[src/rtl/gb_fetch_engine.sv]
// Block-read sequencer for the global buffer: issues addresses, tracks the fixed read latency,
// and returns words on a valid/ready stream. Optional stall counter: define GB_FETCH_STALL_CNT_EN.
module gb_fetch_engine #(
    parameter int ADDR_WIDTH = 16,
    parameter int DATA_WIDTH = 128,
    parameter int RD_LATENCY = 3,
    parameter int FIFO_DEPTH = 8
) (
    input  logic                  clk,
    input  logic                  rst_n,
    input  logic                  start,
    input  logic [ADDR_WIDTH-1:0] base_addr,
    input  logic [7:0]            stride,
    input  logic [15:0]           length,
    output logic                  busy,
    output logic                  done,
    output logic [ADDR_WIDTH-1:0] raddr,
    input  logic [DATA_WIDTH-1:0] rd_data,
    output logic                  m_valid,
    input  logic                  m_ready,
    output logic [DATA_WIDTH-1:0] m_data,
    output logic                  m_last
`ifdef GB_FETCH_STALL_CNT_EN
    ,
    output logic [31:0]           stall_cnt
`endif
);

    localparam int PTR_W = $clog2(FIFO_DEPTH);
    localparam int CNT_W = PTR_W + 1;

    typedef enum logic [1:0] {ST_IDLE, ST_RUN, ST_DRAIN} state_t;

    state_t                  r_state;
    logic                    r_busy;
    logic                    r_done;
    logic [ADDR_WIDTH-1:0]   r_raddr;
    logic [ADDR_WIDTH-1:0]   r_addr_cnt;
    logic [7:0]              r_stride;
    logic [15:0]             r_remaining;

    // Tag for the address currently presented on raddr, then its journey through the buffer latency.
    logic                    r_issue_v;
    logic                    r_issue_last;
    logic [RD_LATENCY-1:0]   r_pipe_v;
    logic [RD_LATENCY-1:0]   r_pipe_last;

    logic [DATA_WIDTH-1:0]   r_fifo_data [FIFO_DEPTH];
    logic [FIFO_DEPTH-1:0]   r_fifo_last;
    logic [PTR_W-1:0]        r_wr_ptr;
    logic [PTR_W-1:0]        r_rd_ptr;
    logic [CNT_W-1:0]        r_fifo_cnt;

    logic [CNT_W-1:0]        w_outstanding;
    logic                    w_credit;
    logic                    w_start_ok;
    logic                    w_push;
    logic                    w_pop;
    logic                    w_fifo_nempty;
    logic                    w_head_last;
    logic                    w_finish;

    always_comb begin
        w_outstanding = CNT_W'(r_issue_v);
        for (int i = 0; i < RD_LATENCY; i++) begin
            w_outstanding = w_outstanding + CNT_W'(r_pipe_v[i]);
        end
    end

    // Every word in flight already owns a FIFO slot, so the buffer can never overrun the FIFO.
    assign w_credit      = ({1'b0, w_outstanding} + {1'b0, r_fifo_cnt}) < (CNT_W+1)'(FIFO_DEPTH);
    assign w_start_ok    = start && (r_state == ST_IDLE);
    assign w_push        = r_pipe_v[RD_LATENCY-1];
    assign w_fifo_nempty = (r_fifo_cnt != '0);
    assign w_pop         = w_fifo_nempty && m_ready;
    assign w_head_last   = r_fifo_last[r_rd_ptr];
    assign w_finish      = (r_state == ST_DRAIN) && w_pop && w_head_last && (w_outstanding == '0);

    // The first word issues on the accepting edge so raddr shows base_addr in the cycle after start.
    always_ff @(posedge clk or negedge rst_n) begin
        if (!rst_n) begin
            r_state      <= ST_IDLE;
            r_busy       <= 1'b0;
            r_done       <= 1'b0;
            r_raddr      <= '0;
            r_addr_cnt   <= '0;
            r_stride     <= '0;
            r_remaining  <= '0;
            r_issue_v    <= 1'b0;
            r_issue_last <= 1'b0;
        end else begin
            r_done       <= 1'b0;
            r_issue_v    <= 1'b0;
            r_issue_last <= 1'b0;
            case (r_state)
                ST_IDLE: begin
                    if (w_start_ok) begin
                        if (length == 16'd0) begin
                            r_done <= 1'b1;
                        end else begin
                            r_raddr      <= base_addr;
                            r_addr_cnt   <= base_addr + ADDR_WIDTH'(stride);
                            r_stride     <= stride;
                            r_remaining  <= length - 16'd1;
                            r_issue_v    <= 1'b1;
                            r_issue_last <= (length == 16'd1);
                            r_busy       <= 1'b1;
                            r_state      <= (length == 16'd1) ? ST_DRAIN : ST_RUN;
                        end
                    end
                end
                ST_RUN: begin
                    if (w_credit) begin
                        r_raddr      <= r_addr_cnt;
                        r_addr_cnt   <= r_addr_cnt + ADDR_WIDTH'(r_stride);
                        r_remaining  <= r_remaining - 16'd1;
                        r_issue_v    <= 1'b1;
                        r_issue_last <= (r_remaining == 16'd1);
                        if (r_remaining == 16'd1) begin
                            r_state <= ST_DRAIN;
                        end
                    end
                end
                ST_DRAIN: begin
                    if (w_finish) begin
                        r_state <= ST_IDLE;
                        r_busy  <= 1'b0;
                        r_done  <= 1'b1;
                    end
                end
                default: r_state <= ST_IDLE;
            endcase
        end
    end

    always_ff @(posedge clk or negedge rst_n) begin
        if (!rst_n) begin
            r_pipe_v    <= '0;
            r_pipe_last <= '0;
        end else begin
            r_pipe_v[0]    <= r_issue_v;
            r_pipe_last[0] <= r_issue_last;
            for (int i = 1; i < RD_LATENCY; i++) begin
                r_pipe_v[i]    <= r_pipe_v[i-1];
                r_pipe_last[i] <= r_pipe_last[i-1];
            end
        end
    end

    always_ff @(posedge clk) begin
        if (w_push) begin
            r_fifo_data[r_wr_ptr] <= rd_data;
        end
    end

    always_ff @(posedge clk or negedge rst_n) begin
        if (!rst_n) begin
            r_fifo_last <= '0;
            r_wr_ptr    <= '0;
            r_rd_ptr    <= '0;
            r_fifo_cnt  <= '0;
        end else begin
            if (w_push) begin
                r_fifo_last[r_wr_ptr] <= r_pipe_last[RD_LATENCY-1];
                r_wr_ptr              <= r_wr_ptr + PTR_W'(1);
            end
            if (w_pop) begin
                r_rd_ptr <= r_rd_ptr + PTR_W'(1);
            end
            if (w_push && !w_pop) begin
                r_fifo_cnt <= r_fifo_cnt + CNT_W'(1);
            end else if (!w_push && w_pop) begin
                r_fifo_cnt <= r_fifo_cnt - CNT_W'(1);
            end
        end
    end

`ifdef GB_FETCH_STALL_CNT_EN
    logic [31:0] r_stall_cnt;

    always_ff @(posedge clk or negedge rst_n) begin
        if (!rst_n) begin
            r_stall_cnt <= '0;
        end else if (w_start_ok) begin
            r_stall_cnt <= '0;
        end else if ((r_state == ST_RUN) && !w_credit && (r_stall_cnt != 32'hFFFF_FFFF)) begin
            r_stall_cnt <= r_stall_cnt + 32'd1;
        end
    end

    assign stall_cnt = r_stall_cnt;
`endif

    // Gated so an empty FIFO presents zeros rather than stale storage.
    assign busy    = r_busy;
    assign done    = r_done;
    assign raddr   = r_raddr;
    assign m_valid = w_fifo_nempty;
    assign m_data  = w_fifo_nempty ? r_fifo_data[r_rd_ptr] : '0;
    assign m_last  = w_fifo_nempty && w_head_last;

endmodule

[config.mk]
export PLATFORM = sky130hd
export DESIGN_NAME = gb_fetch_engine
export DESIGN_NICKNAME = d
export VERILOG_FILES = /design/src/rtl/gb_fetch_engine.sv
export SDC_FILE = /design/constraint.sdc
export NUM_CORES = 1
export LEC_CHECK = 0
export ABC_AREA = 1
export CAP_MARGIN = 15
export CORE_MARGIN = 4
export CORE_UTILIZATION = 50
export DETAILED_ROUTE_END_ITERATION = 8
export PLACE_DENSITY = 0.74
export SETUP_SLACK_MARGIN = 0.02
export SLEW_MARGIN = 20
export SYNTH_ARGS = -nofsm -noshare
export SYNTH_HDL_FRONTEND = slang
export SYNTH_SLANG_ARGS = --single-unit
[constraint.sdc]
create_clock -name clk -period 6.26 [get_ports clk]
set_input_delay 1.252 -clock clk [delete_from_list [all_inputs] [get_ports clk]]
set_output_delay 1.252 -clock clk [all_outputs]
set_load 0.02 [all_outputs]
Yosys cells after proc, flatten, opt, wreduce, memory -nomap -nowiden
Memory sizes are Yosys's and may differ from the RTL's.
Cells that the tools add are included.
{"block": "totals", "register_bits": 86, "latchBits": 0, "ram_bits": 1024, "romBits": 0, "in_bits": 172, "word_cells": 109, "mem_count": 1}
{"memory": "r_fifo_data", "depth": 8, "width": 128, "read_ports": 1, "rd_ports_with_merged_regs": 0, "write_ports": 1, "line_no": "48", "text": "logic [DATA_WIDTH-1:0] r_fifo_data [FIFO_DEPTH];"}
{"block": "classes", "n_addsub": 12, "n_mul": 0, "div_mod_pow": 0, "order_cmp": 4, "n_eq_ne": 9, "n_shift": 0, "mux": 45, "n_bitwise": 1, "reduce_logical": 22}
{"operator": "16-bit two-way mux", "n": 9}
{"operator": "128-bit two-way mux", "n": 1}
{"operator": "16-bit one-hot mux with 2 select lines", "n": 3}
{"operator": "16-bit by 8-bit adder with 16-bit output", "n": 2}
{"operator": "16-bit by 1-bit equality test with 1-bit output, second input constant", "n": 2}
{"operator": "16-bit by 1-bit subtractor with 16-bit output, second input constant", "n": 2}
{"operator": "16-bit logical NOT", "n": 1}
{"operator": "1-bit two-way mux", "n": 16}
{"operator": "2-bit two-way mux", "n": 6}
{"operator": "2-bit != test, second input constant", "n": 5}
{"operator": "1-bit logical AND", "n": 9}
{"operator": "8-bit bitwise mux", "n": 1}
{"operator": "3-bit by 4-bit less-than comparator with 1-bit output, second input constant", "n": 2}
{"operator": "4-bit two-way mux", "n": 2}
{"operator": "1-bit one-hot mux with 2 select lines", "n": 4}
{"operator": "4-bit AND reduction", "n": 2}
{"operator": "3-bit by 1-bit adder with 3-bit output, second input constant", "n": 2}
{"operator": "2-bit one-hot mux with 3 select lines", "n": 1}
{"operator": "2-bit nonzero test", "n": 3}
{"operator": "4-bit by 4-bit adder with 5-bit output", "n": 1}
{"operator": "5-bit by 4-bit less-than comparator with 1-bit output, second input constant", "n": 1}
{"operator": "5-bit AND reduction", "n": 1}
{"operator": "3-bit by 1-bit adder with 4-bit output", "n": 1}
{"operator": "4-bit by 1-bit adder with 4-bit output, second input constant", "n": 1}
{"operator": "other kinds (14)", "n": 15}

Depth between registers and ports, before layout
Gate-level depths: netlist of the first run.
{"block": "logic_depth", "word_depth": 7, "ltp_mapped": 15}

Least setup slack after synthesis of the first run
No wires, ideal clock.
{"block": "synth_timing", "kind": "register to register", "from": "register r_pipe_v[2]", "to": "register r_fifo_last[4]", "setup_ps": 399, "arrival_time_ps": 6271, "required_time_ps": 5861, "slack_ps": -410, "stages_incl_launch_ff": 6, "cell_sequence": "dfrtp_1 inv_1 nor2_1 inv_1 nor2_1 o21ai_0"}
{"item": "from (decl)", "line_no": "45", "text": "logic [RD_LATENCY-1:0] r_pipe_v;"}
{"item": "from (signal, indexed assignment)", "line_no": "144", "text": "r_pipe_v[i] <= r_pipe_v[i-1];"}
{"item": "to (signal, indexed assignment)", "line_no": "164", "text": "r_fifo_last[r_wr_ptr] <= r_pipe_last[RD_LATENCY-1];"}
{"item": "to (decl)", "line_no": "49", "text": "logic [FIFO_DEPTH-1:0] r_fifo_last;"}

Worst setup path in the final report of the first run
{"block": "layout_timing", "from": "register r_rd_ptr[0]", "to": "output port m_data[94]"}
{"block": "layout_via", "elab_chain_cells": 2}
{"item": "from (decl)", "line_no": "51", "text": "logic [PTR_W-1:0] r_rd_ptr;"}
{"item": "from (signal assigned)", "line_no": "168", "text": "r_rd_ptr <= r_rd_ptr + PTR_W'(1);"}
{"item": "memory 8 x 128 bit"}
{"item": "128-bit two-way mux", "line_no": "199", "text": "assign m_data = w_fifo_nempty ? r_fifo_data[r_rd_ptr] : '0;"}
{"item": "to (decl)", "line_no": "21", "text": "output logic [DATA_WIDTH-1:0] m_data,"}
Every way passes these cells.

==> out/results.ini, run 1 <==
[power_and_ir_drop]
vdd_drop_max_v=0.000402
intPower_mw=17.4
p_leak_nw=18.2
seqPwrFrac=0.355
combPwrFrac=0.412
p_per_area_nw_per_um2=531
p_sw_mw=10.9
clockPowerShare=0.233
p_sw_frac=0.386

[place]
dp_hpwl_um=58600
place_area_um2=49600
dp.cells=5082
port_buffers=319
gp_congestion=0.895

[global_routing]
grt_use_total=0.233
grt_pass1_vias=30000
grt_pass1_wl_um=172000
antenna_found_initial=18
grt_overflow=0
grt_max_degree=280

[synthesis]
synthMuxAreaShare=0.00198
ys_seq_area_frac=0.724
syn_area_per_cell_um2=12.0
syn-cell-area_um2=45400
synth_compound_area_frac=0.120
yosys_warnings=0
synthArstFlopShare=0.0775
synthSimpleGateAreaFrac=0.109
synth_top_family_by_area=compound AO/OA/AOI/OAI gates
synth_edf_count=1024
synth_xor_area_frac=0.00347
synth_fp_nets=3984
ys_types=44
synthCells=3779
synthAdderAreaFrac=0.00975
synth_seq_cells=1110
ys.flop_type=edfxtp_1

[clock_network]
cts.clk_slew.worst_paths_ns=0.06
clockRootBuffer=clkbuf_16
cts_sinks=1110
h-tree-depth=3
cts_buffers=112
cts_setup_buffers=0
post_cts_resized=0
cts_tree=yes
insertion_delay_ns=0.69
cts_hold_buf=0
clk_path_buf_depth=3

[drt]
top_layer=met5
via_per_inst=5.77
vias=30600
drt-total-wl_um=113000
drc=0
antenna_left=0
m1WireLength_um=46500
wl_met3_um=9090
route.met2.wl_um=54700
dr.first_iter.drc_count=3140
wl_per_cell_um=21.3
dr.pass1.iters=6

[worst_setup_path]
critical_path_class=reg -> out
regToRegSetupSlack_ns=2.21
critPathArrivalTime_ns=4.23
crit_end=m_data[94]
crit_start=r_rd_ptr[0]$_DFFE_PN0P_
critPathLaunchType=register
r2r_cells=14
end_kind=output pin
r2r-start=r_pipe_v[2]$_DFF_PN0_
required_ns=5.01
reg2reg_to=r_remaining[12]$_DFFE_PN0P_
crit_fanout=176

[status]
status=completed

[die]
ios=320
dieArea_um2=95800
start_util=0.504
core_area_um2=90100
rows=110
die_x_um=309
die_y_um=309

[cells_and_area]
area_delta_synth_final_pct=17.3
most-common-layout-cells=edfxtp_1 (1,024), nor2_1 (885), o21ai_0 (593)
fin_area_um2=53300
drive_gt1_frac=0.0574
final_common_cell=edfxtp_1
nets=4226
layoutNonFillerInstCount=5305

[timing]
max_freq_ghz=0.182
worst_pin_slew_ns=1.06
slew-limit-headroom=0.294
fin_skew_ns=0.0229
rsz0062_at_grt=false
finalSetupViolCount=0
period_share=0.876
min_period_ns=5.48
final_max_slew_viol_count=0
hold_viol_final=0

[worst_hold_path]
worstHoldPathType=reg -> reg

[run]
cap_violations=0

-- cell usage after synthesis (5+ instances only) --
cell type,count,area [um2]
buf_4,8,60.1
o21ai_0,593,2970
clkbuf_2,20,100
nor2_1,893,3350
inv_1,99,372
edfxtp_1,1024,30700
clkbuf_1,122,458
dfrtp_1,86,2150
nand3_1,78,390
nand4_1,11,68.8
buf_1,8,30.0
buf_2,71,355
a31oi_1,23,144
o21ai_1,99,495
a21oi_1,28,140
nor3_1,9,45.0
xnor2_1,7,61.3
nand2_1,249,935
buf_6,5,56.3
ha_1,29,363
o22ai_1,257,1610
xor2_1,11,96.3
mux2_2,8,90.1
-- worst min path at each step --
stage                                         from                  endpoint  slack, ns  cells past startpoint
after floorplan             r_issue_last$_DFF_PN0_  r_pipe_last[0]$_DFF_PN0_       0.33                      0
after global placement    r_pipe_last[0]$_DFF_PN0_  r_pipe_last[1]$_DFF_PN0_       0.34                      0
after detailed placement    r_issue_last$_DFF_PN0_  r_pipe_last[0]$_DFF_PN0_       0.34                      0
after CTS                 r_pipe_last[1]$_DFF_PN0_  r_pipe_last[2]$_DFF_PN0_       0.35                      0
after global routing        r_issue_last$_DFF_PN0_  r_pipe_last[0]$_DFF_PN0_       0.36                      0
final                       r_issue_last$_DFF_PN0_  r_pipe_last[0]$_DFF_PN0_       0.35                      0
-- logic make-up after synthesis --
logic type / after synthesis
XOR/XNOR: 18
AO/OA/AOI/OAI: 1011
adder cells (fa/ha/maj): 33
flip-flops: 1110
AND/OR/NAND/NOR: 1260
buffers and inverters: 339
multiplexers: 8
-- sequential cells by signal, summed over array words and instances (netlist names), 2 cells and up --
signal / count
r_fifo_data: 1024
r_addr_cnt: 16
r_remaining: 16
raddr: 16
r_fifo_last: 8
r_stride: 8
r_fifo_cnt: 4
r_pipe_last: 3
r_pipe_v: 3
r_rd_ptr: 3
r_wr_ptr: 3
r_state: 2
-- worst max-delay path: stages (launching register included) --
cell and delay (ns):
dfrtp_4 0.69, inv_16 0.29, buf_16 0.41, buf_12 0.37, o21ai_0 0.15, o22ai_1 0.20, nor2_1 0.06, nor2_1 0.30
clkdlybuf4s50_1 0.67
-- power groups by stage --
stage	Combinational [mW]	Sequential (mW)	Clock, mW
floorplan	7.21	10.2	0
global placement	11.4	10.2	0
detailed placement	11.6	10.2	0
CTS	11.7	10.1	6.69
global route	12.7	10.2	7.05
finish	11.7	10.1	6.58
-- metrics by stage --
| stage | hold slack (ns) | power (mW) | worst slack, ns | util | TNS [ns] |
|---|---|---|---|---|---|
| 3_5_place_dp | 0.337 | 21.8 | 1.61 | 0.550 | 0 |
| 6_report | 0.352 | 28.3 | 0.776 | 0.591 | 0 |
| 4_1_cts | 0.355 | 28.4 | 0.873 | 0.591 | 0 |
| 5_1_grt | 0.364 | 29.9 | 0.593 | 0.591 | 0 |
| 3_3_place_gp | 0.340 | 21.6 | 1.64 | 0.550 | 0 |
| 2_1_floorplan | 0.331 | 17.4 | -0.408 | - | -233.73 |
-- per-layer routing --
layer,up-vias,track usage
met5,-,0
met4,10,0.0792
met1,15000,0.309
met2,1201,0.389
met3,208,0.0451
li1,14200,-
-- final cells by class --
| class | count | area [um2] |
|---|---|---|
| diodes | 19 | 47.5 |
| flip-flops and latches | 1110 | 32900 |
| well taps | 1176 | 1470 |
| clock buffers | 130 | 2910 |
| inverters | 105 | 424 |
| multi-input cells | 2330 | 11200 |
| clock inverters | 73 | 723 |
| repair buffers | 362 | 3670 |
| fillers | 6960 | 36800 |
Note: power is estimated with default switching activity, not from simulation.
==> run 2: changes to the inputs <==
--- a/config.mk
+++ b/config.mk
@@ -7,10 +7,12 @@
 export LEC_CHECK = 0
 export ABC_AREA = 1
 export CAP_MARGIN = 15
+export CORE_ASPECT_RATIO = 0.7
 export CORE_MARGIN = 4
 export CORE_UTILIZATION = 50
 export DETAILED_ROUTE_END_ITERATION = 8
 export PLACE_DENSITY = 0.74
+export RECOVER_POWER = 100
 export SETUP_SLACK_MARGIN = 0.02
 export SLEW_MARGIN = 20
 export SYNTH_ARGS = -nofsm -noshare
==> run 2 against run 1 <==
The run now ends with max-capacitance violations, max-slew violations left. Via count is 0.48% higher. Global-route usage shrank 0.096 points. Die area hardly changed. Critical path depth shrank 2. Sequential share of layout area grew 0.35 points. Final cell count grew 0.75%. Setup slack got worse by 0.21 ns. Register-to-register slack worse by 1.3 ns. Count of clock-buffer cells in the layout shrank 10.
==> out/results.ini, run 2 (synthesized netlist as in run 1, its figures left out) <==
[worst_setup_path]
crit_top_cell=nor2_1
critPathArrivalTime_ns=4.44  ; +0.21 ns
crit_buf_inv=2  ; -2
cp_top_family=simple AND/OR/NAND/NOR gates
cp_slowest_cell=nand2_1
end_kind=output pin
required_ns=5.01  ; about the same
critPathLaunchType=register
critical_path_class=reg -> out
crit_chain=nor2_1 > nand2_1 > buf_4 > o21ai_1 > nor2_1 > dlygate4sd3_1
max_stage_delay_ns=1.30  ; +0.61 ns
crit_fanout=36  ; -80%

[timing]
max_freq_ghz=0.176  ; -3.7%
rsz0062_at_grt=false
final_max_slew_viol_count=1036  ; +1,036
whs_ns=0.349  ; -0.00371 ns
min_period_ns=5.69  ; +0.209 ns
finalSetupViolCount=0  ; unchanged
fin_skew_ns=0.0235  ; +0.000551 ns
slew-limit-headroom=-1.84  ; -2.13
hold_viol_final=0  ; unchanged
period_share=0.910  ; +0.0334
worst_pin_slew_ns=4.26  ; +3.20 ns

[drt]
drt-total-wl_um=114000  ; +0.45%
dr.first_iter.drc_count=3474  ; +11%
vias=30800  ; +0.48%
via_per_inst=5.76  ; -0.28%
dr.pass1.iters=6  ; unchanged
drc=0  ; unchanged
wl_per_cell_um=21.3  ; -0.30%
antenna_left=0  ; unchanged

[global_routing]
antenna_found_initial=30  ; +12
grt_pass1_wl_um=173000  ; +0.39%
grt_use_total=0.232  ; -0.000961
grt_max_degree=242  ; -14%
grt_overflow=0  ; unchanged
grt_pass1_vias=29300  ; -2.4%

[clock_network]
post_cts_resized=0  ; unchanged
cts.clk_slew.worst_paths_ns=0.06  ; about the same
cts_setup_buffers=0  ; unchanged
cts_sinks=1110  ; unchanged
clk_path_buf_depth=3  ; unchanged
cts_hold_buf=0  ; unchanged
clockRootBuffer=clkbuf_16
h-tree-depth=3  ; unchanged
cts_tree=yes
insertion_delay_ns=0.70  ; about the same
cts_buffers=104  ; -7.1%

[die]
dieArea_um2=95800  ; about the same
die_y_um=260  ; -16%
die_x_um=368  ; +19%
start_util=0.504  ; about the same
core_area_um2=90100  ; about the same
rows=92  ; -16%
ios=320  ; unchanged

[place]
port_buffers=319  ; unchanged
gp_congestion=0.845  ; -5.5%
dp_hpwl_um=60200  ; +2.7%

[power_and_ir_drop]
clockPowerShare=0.229  ; -0.004
p_sw_mw=10.9  ; -0.32%
seqPwrFrac=0.368  ; +0.013
p_sw_frac=0.393  ; +0.00664
p_per_area_nw_per_um2=523  ; -1.4%
vdd_drop_max_v=0.000396  ; -1.5%
combPwrFrac=0.403  ; -0.009
finalPower_mw=27.7  ; -2.0%
p_leak_nw=18.1  ; -0.56%
intPower_mw=16.8  ; -3.1%

[cells_and_area]
final_common_cell=edfxtp_1
largest_register=r_fifo_data
nets=4227  ; +0.024%
drive_gt1_frac=0.0533  ; -0.00412
largest_reg_flops=1024  ; unchanged
area_delta_synth_final_pct=16.7
most-common-layout-cells=edfxtp_1 (1,024), nor2_1 (893), o21ai_0 (602)

[status]
violations=max-capacitance violations, max-slew violations
status=finished, violations left

[worst_hold_path]
worstHoldPathType=reg -> reg

[run]
cap_violations=23  ; +23

run 2: changes by cell type in the layout (fill, tap and decap cells not counted), moves of 10 or more:
cell,delta
dlygate4sd3_1,+264
clkinv_1,-13
clkbuf_1,+17
clkbuf_16,-10
clkdlybuf4s50_1,-264
buf_4,-15
run 2: final cells by class:
type,instances,area [um2]
clock inverters,73,768
fillers,7024,37100
flip-flops and latches,1110,32900
repair buffers,371,3600
well taps,1222,1530
inverters,105,422
clock buffers,120,2670
multi-input cells,2330,11100
diodes,14,35.0
run 2: final timing paths:
check,slack (ns),endpoint,startpoint,cells after the start
setup reg to reg,0.89,r_fifo_data[6][106]$_DFFE_PP_,r_pipe_v[2]$_DFF_PN0_,5
hold / removal,0.35,r_pipe_last[0]$_DFF_PN0_,r_issue_last$_DFF_PN0_,0
hold reg to reg,0.35,r_pipe_last[0]$_DFF_PN0_,r_issue_last$_DFF_PN0_,0
setup / recovery,0.57,m_data[94],r_fifo_cnt[0]$_DFFE_PN0P_,6
max in group asynchronous,2.68,r_stride[0]$_DFFE_PN0P_,rst_n,2
min in group asynchronous,1.18,r_rd_ptr[1]$_DFFE_PN0P_,rst_n,1
run 2: power by group through the flow:
stage	clock (mW)	sequential, mW	combinational [mW]
floorplan	0	10.2	7.21
global placement	0	10.2	11.4
detailed placement	0	10.2	11.6
CTS	6.48	10.1	11.6
global route	6.78	10.3	12.2
finish	6.35	10.2	11.2
run 2: stage by stage:
| stage | std cells | util | TNS, ns | setup slack, ns | area [um2] |
|---|---|---|---|---|---|
| after CTS | 5331 | 0.590 | 0 | 1.03 | 53200 |
| after global placement | 5138 | 0.552 | 0 | 1.78 | 49700 |
| after floorplan | 3779 | - | -233.73 | -0.408 | 45400 |
| after detailed placement | 5138 | 0.552 | 0 | 1.79 | 49700 |
| final | 5345 | 0.588 | 0 | 0.566 | 53000 |
| after global routing | 5338 | 0.588 | 0 | 0.371 | 53000 |
run 2: worst register-to-register path: cells and delay by family, from the launching register on:
kind          cells  cell delay (ns)
buf+inv           3             2.33
flops             1             0.45
simple gates      2             2.05
run 2: metal layers:
layer,vias to the layer above,global-route usage,part of all wire
li1,14200,-,-
met1,15100,0.335,0.44
met2,1276,0.355,0.46
met3,212,0.0544,0.085
met4,22,0.0632,0.022
met5,-,0,0.0012
